--- config.mk ---
export PLATFORM = sky130hd
export DESIGN_NAME = register_dump_reader
export DESIGN_NICKNAME = d
export VERILOG_FILES = /design/src/rtl/register_dump_reader.sv
export SDC_FILE = /design/constraint.sdc
export NUM_CORES = 1
export LEC_CHECK = 0
export BUFFER_PORTS_ARGS = -buffer_cell sky130_fd_sc_hd__buf_2
export CORE_AREA = 4 4 126 128
export DETAILED_ROUTE_END_ITERATION = 8
export DIE_AREA = 0 0 130 132
export PLACE_DENSITY_LB_ADDON = 0.12
export SYNTH_ARGS = -nofsm -noshare
export SYNTH_HDL_FRONTEND = slang
export SYNTH_SLANG_ARGS = --single-unit
--- constraint.sdc ---
create_clock -name Clk -period 1.85 [get_ports Clk]
set_input_delay 0.185 -clock Clk [delete_from_list [all_inputs] [get_ports Clk]]
set_output_delay 0.185 -clock Clk [all_outputs]
set_load 0.02 [all_outputs]
--- src/rtl/register_dump_reader.sv ---
// Walks the register file two entries per read cycle (even index on RA, odd on RB)
// and streams every value out over a valid/ready port tagged with its index.
module register_dump_reader #(
    parameter int DATA_WIDTH = 64,
    parameter int ADDR_WIDTH = 5,
    parameter int NUM_REGS   = 32
) (
    input  logic                  Clk,
    input  logic                  Rst_n,
    input  logic                  Start,
    input  logic                  Abort,
    output logic [ADDR_WIDTH-1:0] RA,
    output logic [ADDR_WIDTH-1:0] RB,
    input  logic [DATA_WIDTH-1:0] BusA,
    input  logic [DATA_WIDTH-1:0] BusB,
    output logic                  OutValid,
    input  logic                  OutReady,
    output logic [DATA_WIDTH-1:0] OutData,
    output logic [ADDR_WIDTH-1:0] OutIndex,
    output logic                  Busy,
    output logic                  Done
);

    localparam int K_W = ADDR_WIDTH - 1;
    localparam logic [K_W-1:0] K_LAST = K_W'(NUM_REGS / 2 - 1);

    typedef enum logic [2:0] {
        IDLE,
        READ,
        SEND_A,
        SEND_B,
        DONE_S
    } state_t;

    state_t                  state;
    logic [K_W-1:0]          k;
    logic [DATA_WIDTH-1:0]   hold_a;
    logic [DATA_WIDTH-1:0]   hold_b;
    logic                    xfer;

    // Pair counter doubles as both read addresses: RA is the even half, RB the odd.
    assign RA       = {k, 1'b0};
    assign RB       = {k, 1'b1};
    assign xfer     = OutValid & OutReady;
    assign OutData  = (state == SEND_B) ? hold_b : hold_a;
    assign OutIndex = {k, state == SEND_B};

    always_ff @(posedge Clk or negedge Rst_n) begin
        if (!Rst_n) begin
            state    <= IDLE;
            k        <= '0;
            hold_a   <= '0;
            hold_b   <= '0;
            OutValid <= 1'b0;
            Busy     <= 1'b0;
            Done     <= 1'b0;
        end else if (Abort && state != IDLE) begin
            // Abort beats a same-cycle handshake: the presented entry is dropped.
            state    <= IDLE;
            k        <= '0;
            OutValid <= 1'b0;
            Busy     <= 1'b0;
            Done     <= 1'b0;
        end else begin
            case (state)
                IDLE: begin
                    Done <= 1'b0;
                    if (Start && !Abort) begin
                        k     <= '0;
                        Busy  <= 1'b1;
                        state <= READ;
                    end
                end
                READ: begin
                    // Register file writes land on the falling edge, so both buses are settled here.
                    hold_a   <= BusA;
                    hold_b   <= BusB;
                    OutValid <= 1'b1;
                    state    <= SEND_A;
                end
                SEND_A: begin
                    if (xfer) begin
                        state <= SEND_B;
                    end
                end
                SEND_B: begin
                    if (xfer) begin
                        OutValid <= 1'b0;
                        if (k == K_LAST) begin
                            Done  <= 1'b1;
                            state <= DONE_S;
                        end else begin
                            k     <= k + 1'b1;
                            state <= READ;
                        end
                    end
                end
                DONE_S: begin
                    Done  <= 1'b0;
                    Busy  <= 1'b0;
                    k     <= '0;
                    state <= IDLE;
                end
                default: begin
                    state    <= IDLE;
                    OutValid <= 1'b0;
                    Busy     <= 1'b0;
                    Done     <= 1'b0;
                end
            endcase
        end
    end

endmodule

-- Word level (Yosys, flattened, before mapping)
Index checks and enable logic that the tools add are counted.
- flip-flop bits (word level): 138
- latch bits: 0
- bits in writable memories: 0
- memory bits (read-only): 0
- input port bits: 133
- output and inout bits: 82
- logic and storage cells: 60
- memories: 0
- add/sub/neg operators: 1
- multipliers: 0
- div/mod/pow operators: 0
- magnitude comparators: 0
- equality and inequality tests: 13
- shifts and indexed selects: 0
- muxes and demuxes: 22
- bitwise logic cells: 2
- reduce and logical (&&, ||, !) cells: 15
- operators with widths (operator ; count):
    $mux 64 ; 1
    $mux 4 ; 4
    $mux 3 ; 5
    $pmux 3 s4 ; 1
    $pmux 4 s3 ; 1
    $ne 3x3->1 const B ; 3
    $mux 1 ; 7
    $eq 3x2->1 const B ; 2
    $ne 2x1->1 const B ; 3
    $ne 3x1->1 const B ; 2
    $reduce_and 2->1 ; 3
    $reduce_and 3->1 ; 2
    $reduce_or 3->1 ; 2
    $add 4x1->4 const B ; 1
    $eq 4x4->1 const B ; 1
    $pmux 1 s2 ; 2
    $reduce_and 4->1 ; 1
    $reduce_bool 4->1 ; 1
    $eq 3x1->1 const B ; 1
    $eq 3x3->1 const B ; 1
    $logic_not 3->1 ; 1
    $pmux 1 s3 ; 1
    $reduce_bool 3->1 ; 1
    $logic_and 1x1->1 ; 2
    4 further kinds ; 4

-- Depth between registers and ports, before layout
Gate-level depths: netlist (run 1).
- depth after elaboration: 5
- depth in mapped cells: 8
- mapped depth without buffers: 5

-- Least setup slack after synthesis (run 1)
No wires, ideal clock.
- kind: reg-to-reg
- start point: register state[2]
- end point: register hold_a[0]
- library setup time: 0.125 ns
- arrival: 1.653 ns
- data required time: 1.725 ns
- path slack: 0.072 ns
- stages on the path, launching flop included: 7
- path buffers: 3
- period minus slack after synthesis: 1.778 ns
- path through: dfrtp_1 or2_1 buf_2 nor3b_4 buf_12 buf_12 mux2_4
- longest elaborated chain between the ends: 4
- elaborated cells on any way between the ends: 5
- those cells by class: eq/ne (1); bitwise (1); reduce/logical (3)
- ends and longest elaborated chain (what ; RTL line ; RTL):
    start: declaration ; 35 ; state_t state;
    start signal: assignment ; 50 ; state <= IDLE;
    start signal: assignment ; 59 ; state <= IDLE;
    start signal: assignment ; 71 ; state <= READ;
    $reduce_bool 3->1 ; 57 ; end else if (Abort && state != IDLE) begin
    $logic_and 1x1->1 ; 57 ;
    $not 1->1 (no source line) ; -- ;
    $reduce_and 2->1 (no source line) (*) ; -- ;
    end signal: assignment ; 76 ; hold_a <= BusA;
    end: declaration ; 37 ; logic [DATA_WIDTH-1:0] hold_a;
Every way passes the cells marked *; elsewhere a longest branch is shown, timed or not.
A chain may end at the register's enable or synchronous reset.

-- Worst setup path after layout (run 1)
- start point: register state[2]
- end point: output port OutData[24]
- longest elaborated chain between the ends: 2
- ends and longest elaborated chain (what ; RTL line ; RTL):
    $eq 3x2->1 ; 45 ; assign OutData = (state == SEND_B) ? hold_b : hold_a;
    $mux 64 ; 45 ;
    end: declaration ; 18 ; output logic [DATA_WIDTH-1:0] OutData,
No other way between the ends.

==> metrics.txt, run 1 <==
final slew viol count 0; growth of design area from synthesis to finish 52.15%; H-Tree Depth 4; insertion delay to the later sink of the worst-skew pair 0.42 ns; detailed router's first-iteration violation count 290; placeable core region 14860 sq um; Avg Vias per Cell 4.893; total inserted antenna cells 0; Yosys Warn Count 0; via count of the routed design 5275; top cells by instance count after synthesis 197 x nand2_1, 138 x dfrtp_1, 100 x mux2_4, 18 x mux2_1; pin count of the biggest net entering global routing 71; Post-Place Setup Slack 0.06243 ns; total standard cell area after synthesis 6713 sq um; setup TNS after final layout -0.3766 ns; DRC 0; unrepaired setup endpoints after global routing yes; Post-DRT Antenna Nets 0; fin crit period 1.899 ns; synthesized netlist net count 689; die boundary width 130 um; post-route setup slack -0.04934 ns; sequential share of the synthesized area 51.44%; FFs w/ async S/R, synth 100.0%; Num Clock Sinks 138; wire length per cell after detailed routing 17.49 um; overall fraction of global-route tracks in use 21.73%; footprint of the multi-input gates 2949 sq um; CP Launch Point state[2]; clock root buffer clkbuf_16; number of storage elements in the synthesis netlist 138; Max Fanout on Critical Path 12; share of cells above drive strength 1 46.40%; via count of the first global-routing pass 5920; status complete, but fails checks; total congestion overflow 0; launching point of the worst reg2reg path state[2]; count of endpoints failing setup in the final report 16; Synth Instances 555; CP startpoint kind flop; VDD IR max 0.001177 V; standby leakage power 0.005105 uW; CTS tree done; Power per Cell Area 1721 nW/um^2; leading cell type by number of instances after synthesis nand2_1; placer congestion estimate 0.8441; chip height 132 um; number of filler instances in the final layout 1060; starting utilization of the core area 45.16%; Critical Path RT 1.66 ns; final net count 1011; DPL Wire Length 11150 um; Max Root-Sink Buffers 2; Critical Path Sink Type output pin; register area 3453 sq um; Routed WL 18850 um; Port Buf Inserts 212; Reg clk slew, reported paths 0.06 ns; dominant synthesized flop cell dfrtp_1; number of top-level pins 215; area leader, netlist dfrtp_1; number of antenna violations at the first check in global routing 0; violations in the final reports setup timing; top-area cell type share of the netlist area 51.44%; max cap viols 0; global-route wire length before repair 29550 um; Fin Clk Skew 0.006094 ns; portion of the clock cycle consumed by the worst path in the final layout 102.7%; arrival time reported for the critical path endpoint 1.71 ns; Worst Hold Launch BusB[12]; first drt pass iteration count 5; highest clock frequency the design can meet 0.5265 GHz; worst setup path class flop to output pin; number of synthesized flops with an enable pin 0; utilization after layout 68.71%; Final Hold Fails 0; top cells by area in the synthesized netlist dfrtp_1 51%, mux2_4 22%, nand2_1 11%; synthesized area divided by synthesized cell count 12.09 sq um; min-delay worst type input port to flop; total CTS buffers 17; number of distinct library cells after synthesis 32; total die area 17160 sq um; placement row count 45
-- area by class of cell --
class / count / share of cell area, %
clock buffers: 25 / 4.949
repair buffers: 344 / 28.94
flip-flops and latches: 138 / 33.81
clock inverters: 7 / 0.8575
multi-input cells: 372 / 28.87
inverters: 4 / 0.2695
well taps: 188 / 2.303
-- worst max-delay path, stage by stage (launching register included) --
cell and delay, ns:
dfrtp_1 0.40, or2_4 0.31, clkinv_8 0.11, clkbuf_16 0.19, nand2_1 0.06, nand2_1 0.08, buf_6 0.13
-- per-layer routing --
| metal | global-route usage (%) | wire length [um] |
|---|---|---|
| met1 | 27.40 | 7724 |
| met2 | 35.50 | 9372 |
| met3 | 5.875 | 1212 |
| met4 | 8.372 | 543 |
| met5 | 0 | 0 |
-- state kept, by name (all words and copies together), names as in the netlist --
signal / cells
hold_a: 64
hold_b: 64
k: 4
state: 3
Busy: 1
Done: 1
OutValid: 1
-- path summary, 6_finish.rpt --
check | cells after the start | slack (ns) | end
max in group asynchronous | 3 | 1.18 | hold_b[22]
min | 2 | 0.006 | hold_b[12]
min in group asynchronous | 3 | 0.35 | hold_a[54]
max | 6 | -0.05 | OutData[24]
min reg2reg | 1 | 0.49 | hold_a[18]
max reg2reg | 5 | 0.08 | hold_a[30]
-- cell usage in the layout, fill, tap and decap left out, types with 10 or more instances in the layout --
cell type      netlist  layout
mux2_1              18      18
clkbuf_16            0      19
buf_2                9     146
mux2_4             100     100
buf_6                2      64
dfrtp_1            138     138
nand2_1            197     166
buf_4               11      13
mux2_2              10      10
dlygate4sd3_1        0     105
nand2_2              0      26
-- cells by family (layout without fill, tap and decap cells) --
family	after synthesis	in the layout	share of synthesized area, %
adders and majority gates	1	1	0.1864
and+or+nand+nor	219	219	13.01
AOI/OAI and AO/OA	22	22	1.994
buffers and inverters	45	380	6.188
other	2	2	0.1119
DFF	138	138	51.44
muxes	128	128	27.06
-- what timing repair did --
item,4_1_cts,5_1_grt
hold endpoints to repair,239,3
setup buffers,2,0
hold buffers,102,3
endpoints found under the setup margin,65,91
pin swaps,2,10
gates resized for setup,147,34
gates cloned,3,2
-- stage by stage --
| stage | hold WS (ns) | cell area, sq um | total power, uW | cells |
|---|---|---|---|---|
| global route | -0.003138 | 10210 | 18520 | 1078 |
| floorplan | -0.1106 | 6713 | 10320 | 555 |
| detailed placement | 0.2224 | 7865 | 12180 | 934 |
| finish | 0.005904 | 10210 | 17580 | 1078 |
| CTS | 0.0002970 | 10020 | 17310 | 1073 |
| global placement | 0.2278 | 7865 | 12030 | 934 |
-- report_power, final --
group	internal (uW)	switching [uW]	leakage, uW
registers	4510	886	0.00164
logic	4830	3930	0.00317
clock network	2150	1260	0.000293
total	11500	6070	0.00511
No activity file was read; power rests on OpenSTA's default activity.
==> run 2, diff against run 1 <==
Settings changed: CORE_AREA 4 4 126 128 to 4 4 116 118, DIE_AREA 0 0 130 132 to 0 0 120 122, MAX_ROUTING_LAYER from default to met4, SKIP_CTS_REPAIR_TIMING from default to 1.
Clock period 1.85 ns to 2.46 ns, I/O delays scaled along.
==> metrics.txt, run 2 (synthesis gave the netlist of run 1 again) <==
status complete, no violations; Post-DRT Antenna Nets 0 (unchanged); standby leakage power 0.004432 uW (-13%); starting utilization of the core area 53.85% (+8.7 points); CP startpoint kind flop; unrepaired setup endpoints after global routing no; Fin Clk Skew 0.005076 ns (-0.001018 ns); Critical Path RT 2.21 ns (+0.55 ns); via count of the first global-routing pass 5050 (-15%); setup TNS after final layout 0 ns (+0.3766 ns); Port Buf Inserts 212 (unchanged); worst setup path class flop to output pin; remaining max-slew budget at the tightest pin 62.59%; share of cells above drive strength 1 47.87% (+1.5 points); count of endpoints failing setup in the final report 0 (-16); portion of the clock cycle consumed by the worst path in the final layout 93.85%; launching point of the worst reg2reg path state[2]; highest-count cells in the layout ignoring fill and taps 211 x buf_2, 197 x nand2_1, 136 x dfrtp_1; register area 3456 sq um (about the same); Power per Cell Area 1407 nW/um^2 (-18%); footprint of the multi-input gates 2846 sq um (-3.5%); max cap viols 0 (unchanged); pin count of the biggest net entering global routing 66 (-7.0%); first drt pass iteration count 5 (unchanged); Reg2Reg Depth 5 (unchanged); Final Hold Fails 0 (unchanged); fin crit period 2.309 ns; CP Launch Point state[1]; clock root buffer clkbuf_16; Critical Path Sink Type output pin; total placed cells including tap cells 911 (-2.5%); registers with the most flip-flops hold_a (64), hold_b (64), k (4); arrival time reported for the critical path endpoint 2.06 ns (+0.35 ns); final slew viol count 0 (unchanged); number of antenna violations at the first check in global routing 0 (unchanged); maximum single-stage delay on the critical path 0.47 ns (+0.07 ns); total inserted antenna cells 0 (unchanged); insertion delay to the later sink of the worst-skew pair 0.41 ns (about the same); via count of the routed design 4732 (-10%); placer congestion estimate 0.8400 (-0.49%); placeable core region 12470 sq um (-16%); Routed WL 16110 um (-15%); total congestion overflow 0 (unchanged); Avg Vias per Cell 5.007 (+2.3%); list of cells traversed by the critical path nand2_1 -> or2_4 -> inv_2 -> buf_12 -> nand2_1 -> nand2_1 -> buf_2; Most Frequent Cell on Critical Path nand2_1; CTS tree done; total CTS buffers 17 (unchanged); Least-Margin Pin Slew 0.5611 ns; worst-case register-to-register setup slack 0.39 ns (+0.31 ns); Worst Setup EP OutData[62]; detailed router's first-iteration violation count 337 (+16%); number of top-level pins 215 (unchanged); final net count 894 (-12%); Hold WS 0.04999 ns (+0.04409 ns); reg2reg end hold_a[23]; most frequent standard cell in the layout excluding fill and tap cells buf_2; total die area 14640 sq um (-15%); Worst Hold Launch BusA[19]; DRC 0 (unchanged); wire length per cell after detailed routing 17.05 um (-2.5%); overall fraction of global-route tracks in use 22.73% (+0.99 points); DPL Wire Length 11040 um (-1.0%); Max Fanout on Critical Path 33 (+21); global-route wire length before repair 25230 um (-15%); slowest cell on the critical path dfrtp_2; Reg clk slew, reported paths 0.06 ns (about the same); min-delay worst type input port to flop; die boundary width 120 um (-7.7%); chip height 122 um (-7.6%); Max Root-Sink Buffers 2 (unchanged); post-route non-filler standard cell count 945 (-12%); H-Tree Depth 4 (unchanged); Hold Path Cell Cnt 2 (unchanged); growth of design area from synthesis to finish 26.93%; number of filler instances in the final layout 951 (-10%); highest clock frequency the design can meet 0.4332 GHz; VDD IR max 0.0006527 V (-45%); Num Clock Sinks 138 (unchanged); placement row count 41 (-8.9%)
run 2: power breakdown:
| part | internal, uW | leakage [uW] | total [uW] | switching, uW |
|---|---|---|---|---|
| registers | 3400 | 0.00164 | 4060 | 663 |
| logic | 2560 | 0.00247 | 5120 | 2550 |
| clock network | 1910 | 0.000321 | 2810 | 906 |
run 2: how the worst min path moves through the flow:
stage	endpoint	slack, ns
floorplan	Busy	-0.05
global placement	hold_a[54]	0.25
detailed placement	hold_a[54]	0.25
CTS	hold_a[54]	-0.20
global route	hold_a[24]	0.04
finish	hold_a[19]	0.05
run 2: final cells by class:
cell class                 count  share of cell area (%)
clock buffer                  25                   5.815
clock inverter                 7                   1.880
inverter                       4                  0.1762
multi-input combinational    372                   33.41
sequential                   138                   40.56
tap                          172                   2.526
timing repair buffer         227                   15.64
run 2: per-stage QoR:
step,utilization (%),power (uW),worst slack (ns),area [sq um]
after detailed placement,62.71,9141,0.2639,7818
after global placement,62.71,8994,0.3557,7818
after CTS,67.97,12040,-0.1960,8473
final,68.35,11990,0.1513,8521
after floorplan,-,7761,0.6295,6713
after global routing,68.35,12670,0.01867,8521
run 2: metal layers:
layer | share of wire [%] | vias up | GRT usage [%] | routed length [um]
li1 | - | 2227 | - | -
met3 | 6.7 | 25 | 6.732 | 1078
met1 | 43 | 2317 | 28.48 | 6961
met4 | 1.4 | 0 | 7.301 | 233
met2 | 49 | 163 | 35.79 | 7840
met5 | 0 | - | - | 0
run 2: worst max-delay path, delay by kind of cell, from the launching register on:
family        cells  cell delay [ns]
buf+inv           3             0.51
flops             1             0.47
simple gates      4             0.63
